**src/rtl/serial_neg_pkg.sv**
```systemverilog
// Shared types for the multi-lane serial two's-complement negator.
// The overflow helper is only referenced when SERIAL_NEG_OVF_EN is defined.
package serial_neg_pkg;

  typedef enum logic {
    MODE_PASS = 1'b0,
    MODE_NEG  = 1'b1
  } mode_e;

  typedef enum logic {
    ST_COPY   = 1'b0,
    ST_INVERT = 1'b1
  } lane_state_e;

  // Negating 100...0 reproduces the input; seen as COPY state with a 1 on the MSB.
  function automatic logic ovf_cond(input mode_e mode, input lane_state_e st,
                                    input logic bit_in, input logic last_bit);
    return (mode == MODE_NEG) && (st == ST_COPY) && bit_in && last_bit;
  endfunction

endpackage

```
**src/rtl/serial_neg_lane.sv**
```systemverilog
// One lane of the serial negator: latched mode, COPY/INVERT state, combinational out/ovf.
// Overflow detection is built only when SERIAL_NEG_OVF_EN is defined.
module serial_neg_lane
  import serial_neg_pkg::*;
(
  input  logic clk,
  input  logic reset,
  input  logic valid,
  input  logic first_bit,
  input  logic last_bit,
  input  logic mode_in,
  input  logic bit_in,
  output logic out_bit,
  output logic ovf
);

  lane_state_e state, state_next, eff_state;
  mode_e       mode_q, eff_mode;

  always_comb begin
    eff_state  = first_bit ? ST_COPY : state;
    eff_mode   = first_bit ? mode_e'(mode_in) : mode_q;
    out_bit    = bit_in;
    state_next = state;
    if (eff_mode == MODE_NEG && eff_state == ST_INVERT) out_bit = ~bit_in;
    if (valid) begin
      // Returning to COPY after the last bit is invisible (idx 0 forces COPY) but keeps state tidy.
      if (last_bit)
        state_next = ST_COPY;
      else if (eff_mode == MODE_NEG && (eff_state == ST_INVERT || bit_in))
        state_next = ST_INVERT;
      else
        state_next = ST_COPY;
    end
  end

`ifdef SERIAL_NEG_OVF_EN
  always_comb ovf = ovf_cond(eff_mode, eff_state, bit_in, last_bit);
`else
  always_comb ovf = 1'b0;
`endif

  always_ff @(posedge clk) begin
    if (reset) begin
      state  <= ST_COPY;
      mode_q <= MODE_PASS;
    end else begin
      state <= state_next;
      if (valid && first_bit) mode_q <= eff_mode;
    end
  end

endmodule

```
**src/rtl/serial_neg_array.sv**
```systemverilog
// NCH lockstep LSB-first serial two's-complement negators sharing one W-bit word framer.
// out_ovf is driven only when SERIAL_NEG_OVF_EN is defined; otherwise it stays 0.
module serial_neg_array
  import serial_neg_pkg::*;
#(
  parameter int W   = 8,
  parameter int NCH = 4,
  parameter int CW  = $clog2(W)
) (
  input  logic           clk,
  input  logic           reset,
  input  logic           in_valid,
  input  logic           in_sync,
  input  logic [NCH-1:0] in_mode,
  input  logic [NCH-1:0] in_bits,
  output logic           out_valid,
  output logic [NCH-1:0] out_bits,
  output logic           out_last,
  output logic [NCH-1:0] out_ovf
);

  logic [CW-1:0]  idx, idx_next, eff_idx;
  logic           first_bit, last_bit;
  logic [NCH-1:0] lane_out, lane_ovf;

  always_comb begin
    eff_idx   = in_sync ? '0 : idx;
    first_bit = (eff_idx == '0);
    last_bit  = (eff_idx == CW'(W - 1));
    idx_next  = idx;
    if (in_valid) idx_next = last_bit ? '0 : eff_idx + CW'(1);
  end

  always_ff @(posedge clk) begin
    if (reset) idx <= '0;
    else       idx <= idx_next;
  end

  for (genvar i = 0; i < NCH; i++) begin : g_lane
    serial_neg_lane u_lane (
      .clk      (clk),
      .reset    (reset),
      .valid    (in_valid),
      .first_bit(first_bit),
      .last_bit (last_bit),
      .mode_in  (in_mode[i]),
      .bit_in   (in_bits[i]),
      .out_bit  (lane_out[i]),
      .ovf      (lane_ovf[i])
    );
  end

  always_ff @(posedge clk) begin
    if (reset) begin
      out_valid <= 1'b0;
      out_bits  <= '0;
      out_last  <= 1'b0;
      out_ovf   <= '0;
    end else begin
      out_valid <= in_valid;
      out_bits  <= in_valid ? lane_out : '0;
      out_last  <= in_valid && last_bit;
      out_ovf   <= (in_valid && last_bit) ? lane_ovf : '0;
    end
  end

endmodule
```
**config.mk**
```make
export PLATFORM = sky130hd
export DESIGN_NAME = serial_neg_array
export DESIGN_NICKNAME = d
export VERILOG_FILES = /design/src/rtl/serial_neg_pkg.sv /design/src/rtl/serial_neg_lane.sv /design/src/rtl/serial_neg_array.sv
export SDC_FILE = /design/constraint.sdc
export NUM_CORES = 1
export LEC_CHECK = 0
export ABC_AREA = 0
export CAP_MARGIN = 10
export CORE_UTILIZATION = 45
export DETAILED_ROUTE_END_ITERATION = 10
export PLACE_DENSITY_LB_ADDON = 0.15
export SLEW_MARGIN = 5
export SYNTH_ARGS = -nofsm -noshare
export SYNTH_HDL_FRONTEND = slang
export SYNTH_SLANG_ARGS = --single-unit
export TNS_END_PERCENT = 100
```
**constraint.sdc**
```tcl
create_clock -name clk -period 3.1 [get_ports clk]
set_input_delay 0.62 -clock clk [delete_from_list [all_inputs] [get_ports clk]]
set_output_delay 0.62 -clock clk [all_outputs]
set_load 0.02 [all_outputs]
```
# Word-level counts from Yosys, hierarchy flattened
# Cells that the tools add are included.
classes:
  n_addsub: 1
  n_eq_ne: 1
  mux: 22
  n_bitwise: 5
  n_reduce_logical: 16
ops:
  columns: ["operator", "count"]
  rows:
  - ["1-bit two-way mux", 20]
  - ["1-bit logical AND", 10]
  - ["3-bit two-way mux", 2]
  - ["1-bit inverter", 5]
  - ["1-bit logical OR", 4]
  - ["3-bit by 1-bit adder with 3-bit output, second input constant", 1]
  - ["3-bit == test, second input constant", 1]
  - ["3-bit zero test", 1]
  - ["2-bit OR reduction", 1]
totals:
  regBits: 17
  out_inout_bits: 10

# Logic depth before layout (Yosys ltp)
# Gate-level depths: netlist (run 1).
logic_depth:
  word_depth: 7
  depth_mapped: 8

# Hierarchy
# A second synthesis (run 1) with hierarchy kept.
hier_totals:
  hier_cells: 102
  hier_area_um2: 940.9
modules_own_cells:
  columns: ["mod", "n_inst", "cells_each", "area_each_um2", "seq_area_each_um2"]
  rows:
  - ["serial_neg_lane", 4, 16, 123.9, 40.0]
  - ["serial_neg_array", 1, 38, 445.4, 260.2]

# Worst setup path after synthesis (run 1)
# No wires, ideal clock.
synth_timing:
  kind: "input -> register"
  startpoint: "input in_sync"
  endpoint: "register g_lane[1].u_lane.state"
  setup_time_ns: 0.075
  arrival_time_ns: 1.785
  slack_ns: 1.240
  cell_stages: 8
  path_buffers: 0
  cell_sequence: "nand2b_1 > inv_1 > ha_1 > ha_1 > nor3b_4 > a21boi_2 > a21oi_1 > o22ai_1"
synth_via:
  elab_chain_len: 7
  elab_cells_between_ends: 9
  cone_classes: "eq/ne (1); mux (5); reduce/logical (3)"
synth_lines:
  columns: ["item", "line_no", "rtl"]
  rows:
  - ["from (decl)", "serial_neg_array.sv:13", "input logic in_sync,"]
  - ["3-bit two-way mux *", "serial_neg_array.sv:27", "eff_idx = in_sync ? '0 : idx;"]
  - ["3-bit zero test", "serial_neg_array.sv:28", "first_bit = (eff_idx == '0);"]
  - ["1-bit two-way mux", "serial_neg_lane.sv:21", "eff_state = first_bit ? ST_COPY : state;"]
  - ["1-bit logical OR", "serial_neg_lane.sv:30", "else if (eff_mode == MODE_NEG && (eff_state == ST_INVERT || bit_in))"]
  - ["1-bit logical AND", "serial_neg_lane.sv:30", null]
  - ["1-bit two-way mux", "serial_neg_lane.sv:30", null]
  - ["1-bit two-way mux *", "serial_neg_lane.sv:28", "if (last_bit)"]
  - ["to (signal assigned)", "serial_neg_lane.sv:48", "state <= state_next;"]
  - ["to (decl)", "serial_neg_lane.sv:17", "lane_state_e state, state_next, eff_state;"]
# Every way passes the cells marked *; elsewhere a longest branch is shown, timed or not.
# A chain may end at the register's enable or synchronous reset.

# Worst setup path after layout (run 1)
layout_timing:
  startpoint: "input in_sync"
  endpoint: "register g_lane[3].u_lane.state"
layout_via:
  elab_chain_len: 7
  elab_cells_between_ends: 9
  cone_classes: "eq/ne (1); mux (5); reduce/logical (3)"
layout_lines:
  columns: ["item", "line_no"]
  rows:
  - ["3-bit two-way mux *", "serial_neg_array.sv:27"]
  - ["3-bit zero test", "serial_neg_array.sv:28"]
  - ["1-bit two-way mux", "serial_neg_lane.sv:21"]
  - ["1-bit logical OR", "serial_neg_lane.sv:30"]
  - ["1-bit logical AND", "serial_neg_lane.sv:30"]
  - ["1-bit two-way mux", "serial_neg_lane.sv:30"]
  - ["1-bit two-way mux *", "serial_neg_lane.sv:28"]
  - ["to (signal assigned)", "serial_neg_lane.sv:48"]
  - ["to (decl)", "serial_neg_lane.sv:17"]
# Marked as above.

==> results.py, run 1 <==
metrics = {
    "cells_and_area": {
        "drive_above_1_share_pct": 6.31,
        "fin_util_pct": 58.5,
        "area_growth_pct": 21.1,
        "final_nets": 127,
        "diodes": 0,
        "final_cells": 136,
    },
    "timing": {
        "fin_tns_setup_ns": 0,
        "setup_viol": 0,
        "hold_viol": 0,
        "period_share_pct": 74.6,
        "report.final.slew_viol_count": 0,
        "clock_skew_ns": 0.00226,
        "rsz0062_at_grt": "false",
        "period_minus_slack_ns": 2.31,
        "max_freq_ghz": 0.433,
        "layout_setup_ws_ns": 0.788,
    },
    "detailed_routing": {
        "wl_met3_um": 71,
        "dr.pass1.iters": 3,
        "route.met2.wl_um": 668,
        "drtIter0Drc": 2,
        "avgRoutedWirePerCell_um": 10.5,
        "avgViaCountPerCell": 4.63,
        "highest_layer": "met4",
        "routed_wl_um": 1430,
        "via_count": 629,
        "detail-route-antenna-nets": 0,
        "met1Wirelength_um": 669,
        "drc": 0,
    },
    "grt": {
        "grt_overflow_total": 0,
        "grt_pass1_wl_um": 2460,
        "grt_max_degree": 12,
        "grt_pass1_vias": 576,
        "grt_usage_pct": 16.5,
        "antenna_found_initial": 0,
    },
    "clocking": {
        "htree_levels": 1,
        "tritoncts": "built",
        "cts_buffers": 3,
        "postCtsSetupRepairBufs": 0,
        "insertion_delay_ns": 0.28,
        "clk_pin_slew_ns": 0.09,
        "cts_sinks": 17,
        "cts_resized": 0,
        "clk_path_buf_depth": 2,
        "holdBufCountCts": 0,
        "cts-root-buf": "clkbuf_4",
    },
    "synthesis": {
        "yosysMostFrequentCell": "dfxtp_1",
        "synth_area_um2": 843,
        "synth-seq-cells": 17,
        "async_flop_share_pct": 0,
        "synth_edf_count": 0,
        "synth_warnings": 0,
        "yosysTopAreaCell": "dfxtp_1",
        "synth_ff_type": "dfxtp_1",
        "avgSynthCellArea_um2": 8.88,
        "ys_seq_area_share_pct": 40.4,
        "synth_area_leaders": "dfxtp_1 (40%), mux2i_1 (11%), nor2_1 (5.8%), buf_4 (5.3%), a21oi_1 (4.7%)",
        "postSynthCellCount": 95,
        "yosys.area.top_type_share_pct": 40.4,
        "synth_common_cells": "dfxtp_1 (17), nor2_1 (13), mux2i_1 (9), a21oi_1 (8), nand2_1 (8)",
        "synth_cell_type_count": 24,
    },
    "status": {
        "status": "finished, final reports clean",
    },
    "die": {
        "die_w_um": 45.3,
        "start_util_pct": 48.3,
        "die_y_um": 45.3,
        "core_mm2": 0.00175,
        "die_area_mm2": 0.00205,
        "ios": 22,
        "fp-row-count": 15,
    },
    "setup_path": {
        "cp_top_family": "simple AND/OR/NAND/NOR gates",
        "crit_path_end_kind": "flop",
        "critPathRequiredTime_ns": 3.32,
        "crit_fanout": 9,
        "critPathBufInv": 2,
        "path_class": "input port to flop",
        "cpPeakStageDelay_ns": 0.49,
        "arrival_ns": 2.53,
        "startpoint_type": "input port",
        "crit_slowest_cell": "clkdlybuf4s50_1",
        "worstPathCellList": "clkdlybuf4s50_1 > nand2b_1 > inv_1 > ha_1 > nor3b_4 > a21boi_2 > a21oi_1 > o22ai_1",
    },
    "placed_design": {
        "place_inst": 132,
        "dpl_worst_slack_ns": 0.500,
        "dp_hpwl_um": 1080,
        "place.gp.congestion": 0.753,
        "port_buffers": 17,
    },
    "power_and_ir_drop": {
        "total_power_mw": 0.420,
        "ir_worst_vdd_v": 0.000216,
        "p_leak_nw": 0.428,
        "powerDensity_mw_per_mm2": 412,
    },
    "min_path": {
        "hold_class": "flop to flop",
    },
    "flow_run": {
        "drv_cap": 0,
    },
}
flip-flops by register name, summed over array words and instances (netlist names):
name and flops:
g_lane.u_lane.mode_q 4, g_lane.u_lane.state 4, out_bits 4, idx 3, out_last 1, out_valid 1
through the flow:
stage / instance area [µm²] / hold slack [ns]
floorplan: 855 / 0.429
global route: 1020 / 0.482
detailed placement: 995 / 0.442
CTS: 1020 / 0.457
finish: 1020 / 0.459
global placement: 995 / 0.437
worst reg2reg max path: stages (launching register included):
cell      delay [ns]
dfxtp_1         0.32
nand2b_1        0.28
inv_1           0.08
ha_1            0.26
nor3b_4         0.25
a21boi_2        0.25
a21oi_1         0.09
o22ai_1         0.14
layout by cell type (no fill, tap or decap):
master and n:
dfxtp_1 17, clkdlybuf4s50_1 17, nor2_1 13, mux2i_1 9
nand2_1 8, a21oi_1 8, inv_1 7, nand2b_1 4
xnor2_1 4, conb_1 4, o22ai_1 3, ha_1 3
clkbuf_4 3, and2_1 1, nand3_2 1, nand2_2 1
nand3b_1 1, nor2b_1 1, nand4_1 1, a311oi_1 1
nor3b_4 1, a21boi_2 1, nor3_1 1, clkbuf_1 1
layer usage:
metal / GRT usage, % / vias to the layer above
met4: 7.27 / 0
li1: - / 337
met3: 3.60 / 4
met2: 25.5 / 15
met5: 0 / -
met1: 22.1 / 273
kinds of logic (layout without fill, tap and decap cells):
family | after synthesis | count (layout) | share of synthesized area, %
adder cells (fa/ha/maj) | 3 | 3 | 4.45
buffers and inverters | 15 | 28 | 10.4
other | 1 | 4 | 0.445
multiplexers | 9 | 9 | 10.7
XOR/XNOR | 4 | 4 | 4.15
AO/OA/AOI/OAI | 13 | 13 | 9.35
flip-flops | 17 | 17 | 40.4
AND/OR/NAND/NOR | 33 | 33 | 20.2
path summary, 6_finish.rpt:
| path | from | endpoint | slack [ns] | cells after the start |
|---|---|---|---|---|
| max | in_sync | g_lane[3].u_lane.state$_SDFFE_PP0P_ | 0.79 | 8 |
| min | g_lane[1].u_lane.state$_SDFFE_PP0P_ | g_lane[1].u_lane.state$_SDFFE_PP0P_ | 0.46 | 2 |
| max reg2reg | idx[2]$_SDFFE_PP0P_ | g_lane[3].u_lane.state$_SDFFE_PP0P_ | 1.36 | 7 |
| min reg2reg | g_lane[1].u_lane.state$_SDFFE_PP0P_ | g_lane[1].u_lane.state$_SDFFE_PP0P_ | 0.46 | 2 |
where the power goes:
group	switching [mW]	internal, mW	total, mW
registers	0.00601	0.228	0.234
clock network	0.0659	0.0500	0.116
logic	0.0349	0.0350	0.0699
area by class of cell:
class / count / area (µm²)
Tap cell: 25 / 31.3
Timing Repair Buffer: 17 / 170
Clock buffer: 4 / 26.3
Inverter: 7 / 26.3
Sequential cell: 17 / 340
Multi-Input combinational cell: 66 / 427
Fill cell: 170 / 724
Power figures use the tool's default switching activity.
==> inputs of run 2 (changes only) <==
- clock period: 3.1 -> 2.4 ns (I/O delays scaled with it)
==> run 2 against run 1 <==
- final cell count increased by 2.9%
- worst setup slack got worse by 0.44 ns
- non-clock buffer count increased by 4
- combinational power increased by 35%
- clock skew increased by 0.0086 ns
- global-route usage decreased by 0.40 points
- count of clock-buffer cells in the layout decreased by 1
- routed wire length increased by 1.8%
- utilization increased by 1.8 points
- final area increased by 3.1%
- power increased by 32%
- first-iteration DRC count increased to 5.0 times the previous value
- critical path type unchanged
- largest cell class unchanged
==> results.py, run 2 (synthesis gave the netlist of run 1 again) <==
metrics = {
    "grt": {
        "grt_max_degree": 11,
        "grt_usage_pct": 16.1,
        "grt_pass1_wl_um": 2350,
        "grt_overflow_total": 0,
        "grt_use_met3_pct": 3.60,
        "use_met1_pct": 19.9,
        "gr-max-usage-layer": "met2",
        "grt_pass1_vias": 588,
        "antenna_found_initial": 0,
        "met2_usage_pct": 25.8,
    },
    "clocking": {
        "holdBufCountCts": 0,
        "tritoncts": "built",
        "cts-root-buf": "clkbuf_4",
        "clk_path_buf_depth": 2,
        "cts_resized": 0,
        "htree_levels": 1,
        "cts_buffers": 3,
        "postCtsSetupRepairBufs": 0,
        "clk_pin_slew_ns": 0.09,
        "cts_sinks": 17,
        "insertion_delay_ns": 0.30,
    },
    "timing": {
        "max_freq_ghz": 0.488,
        "clock_skew_ns": 0.0108,
        "hold_viol": 0,
        "period_minus_slack_ns": 2.05,
        "report.final.slew_viol_count": 0,
        "fin_tns_setup_ns": 0,
        "holdWs_ns": 0.457,
        "period_share_pct": 85.4,
        "rsz0062_at_grt": "false",
        "setup_viol": 0,
    },
    "power_and_ir_drop": {
        "powerDensity_mw_per_mm2": 526,
        "p_leak_nw": 0.449,
        "ir_worst_vdd_v": 0.000275,
    },
    "setup_path": {
        "startpoint_type": "input port",
        "critPathRequiredTime_ns": 2.61,
        "arrival_ns": 2.26,
        "path_class": "input port to flop",
        "worstRegToRegCells": 8,
        "crit_path_end_kind": "flop",
        "r2r_setup_slack_ns": 0.74,
        "crit_fanout": 4,
    },
    "die": {
        "ios": 22,
        "core_mm2": 0.00175,
        "fp-row-count": 15,
        "die_w_um": 45.3,
        "die_y_um": 45.3,
        "start_util_pct": 48.3,
        "die_area_mm2": 0.00205,
    },
    "cells_and_area": {
        "diodes": 0,
        "area_growth_pct": 24.8,
        "drive_above_1_share_pct": 10.4,
        "multi_input_area_um2": 427,
        "reg_top3": "g_lane.u_lane.mode_q: 4 flops, g_lane.u_lane.state: 4 flops, out_bits: 4 flops",
        "fillers": 172,
        "regArea_um2": 340,
        "final_nets": 131,
        "fin_util_pct": 60.3,
        "final_cell_mix": "dfxtp_1 (17), clkdlybuf4s50_1 (17), nor2_1 (13), mux2i_1 (9)",
    },
    "detailed_routing": {
        "dr.pass1.iters": 3,
        "via_count": 648,
        "routed_wl_um": 1460,
        "drtIter0Drc": 10,
        "avgRoutedWirePerCell_um": 10.4,
        "avgViaCountPerCell": 4.63,
        "detail-route-antenna-nets": 0,
        "drc": 0,
    },
    "flow_run": {
        "drv_cap": 0,
    },
    "min_path": {
        "hold_class": "flop to flop",
        "holdPathStages": 2,
    },
    "placed_design": {
        "place.gp.congestion": 0.718,
        "dp_hpwl_um": 1150,
        "port_buffers": 17,
    },
    "status": {
        "status": "finished, final reports clean",
    },
}
run 2: worst paths after layout:
path | start | end
worst max-delay path | in_sync | g_lane[1].u_lane.state$_SDFFE_PP0P_
worst min register to register | g_lane[2].u_lane.state$_SDFFE_PP0P_ | g_lane[2].u_lane.state$_SDFFE_PP0P_
worst min-delay path | g_lane[2].u_lane.state$_SDFFE_PP0P_ | g_lane[2].u_lane.state$_SDFFE_PP0P_
worst max register to register | idx[0]$_SDFFE_PP0P_ | g_lane[1].u_lane.state$_SDFFE_PP0P_
run 2: final cells by class:
type	instances	area share (%)
well taps	25	2.97
repair buffers	21	19.0
multi-input cells	66	40.5
flip-flops and latches	17	32.3
clock inverters	1	0.476
inverters	7	2.50
clock buffers	3	2.14
run 2: power breakdown:
group	leakage, nW	internal [mW]	switching (mW)	total [mW]
clock network	0.0177	0.0620	0.0944	0.156
registers	0.139	0.295	0.00774	0.303
logic	0.292	0.0484	0.0458	0.0942
run 2: metal layers:
| metal | vias up | routed length, µm |
|---|---|---|
| li1 | 341 | - |
| met1 | 288 | 685 |
| met2 | 15 | 692 |
| met3 | 4 | 52 |
| met4 | 0 | 25 |
| met5 | - | 0 |
run 2: worst max-delay path, cell delays in order:
cell	delay [ns]
clkdlybuf4s50_1	0.50
nand2b_1	0.14
inv_1	0.05
ha_1	0.19
ha_1	0.24
nor3b_4	0.21
a21boi_2	0.22
a21oi_1	0.09
o22ai_1	0.15
run 2: metrics by stage:
stage / cells / total power, mW / instance area [µm²] / worst slack [ns]
final: 140 / 0.554 / 1050 / 0.349
after global routing: 140 / 0.583 / 1050 / 0.245
after CTS: 140 / 0.562 / 1050 / 0.353
after detailed placement: 136 / 0.404 / 1020 / 0.0424
after global placement: 136 / 0.403 / 1020 / 0.132
after floorplan: 98 / 0.371 / 855 / 0.680
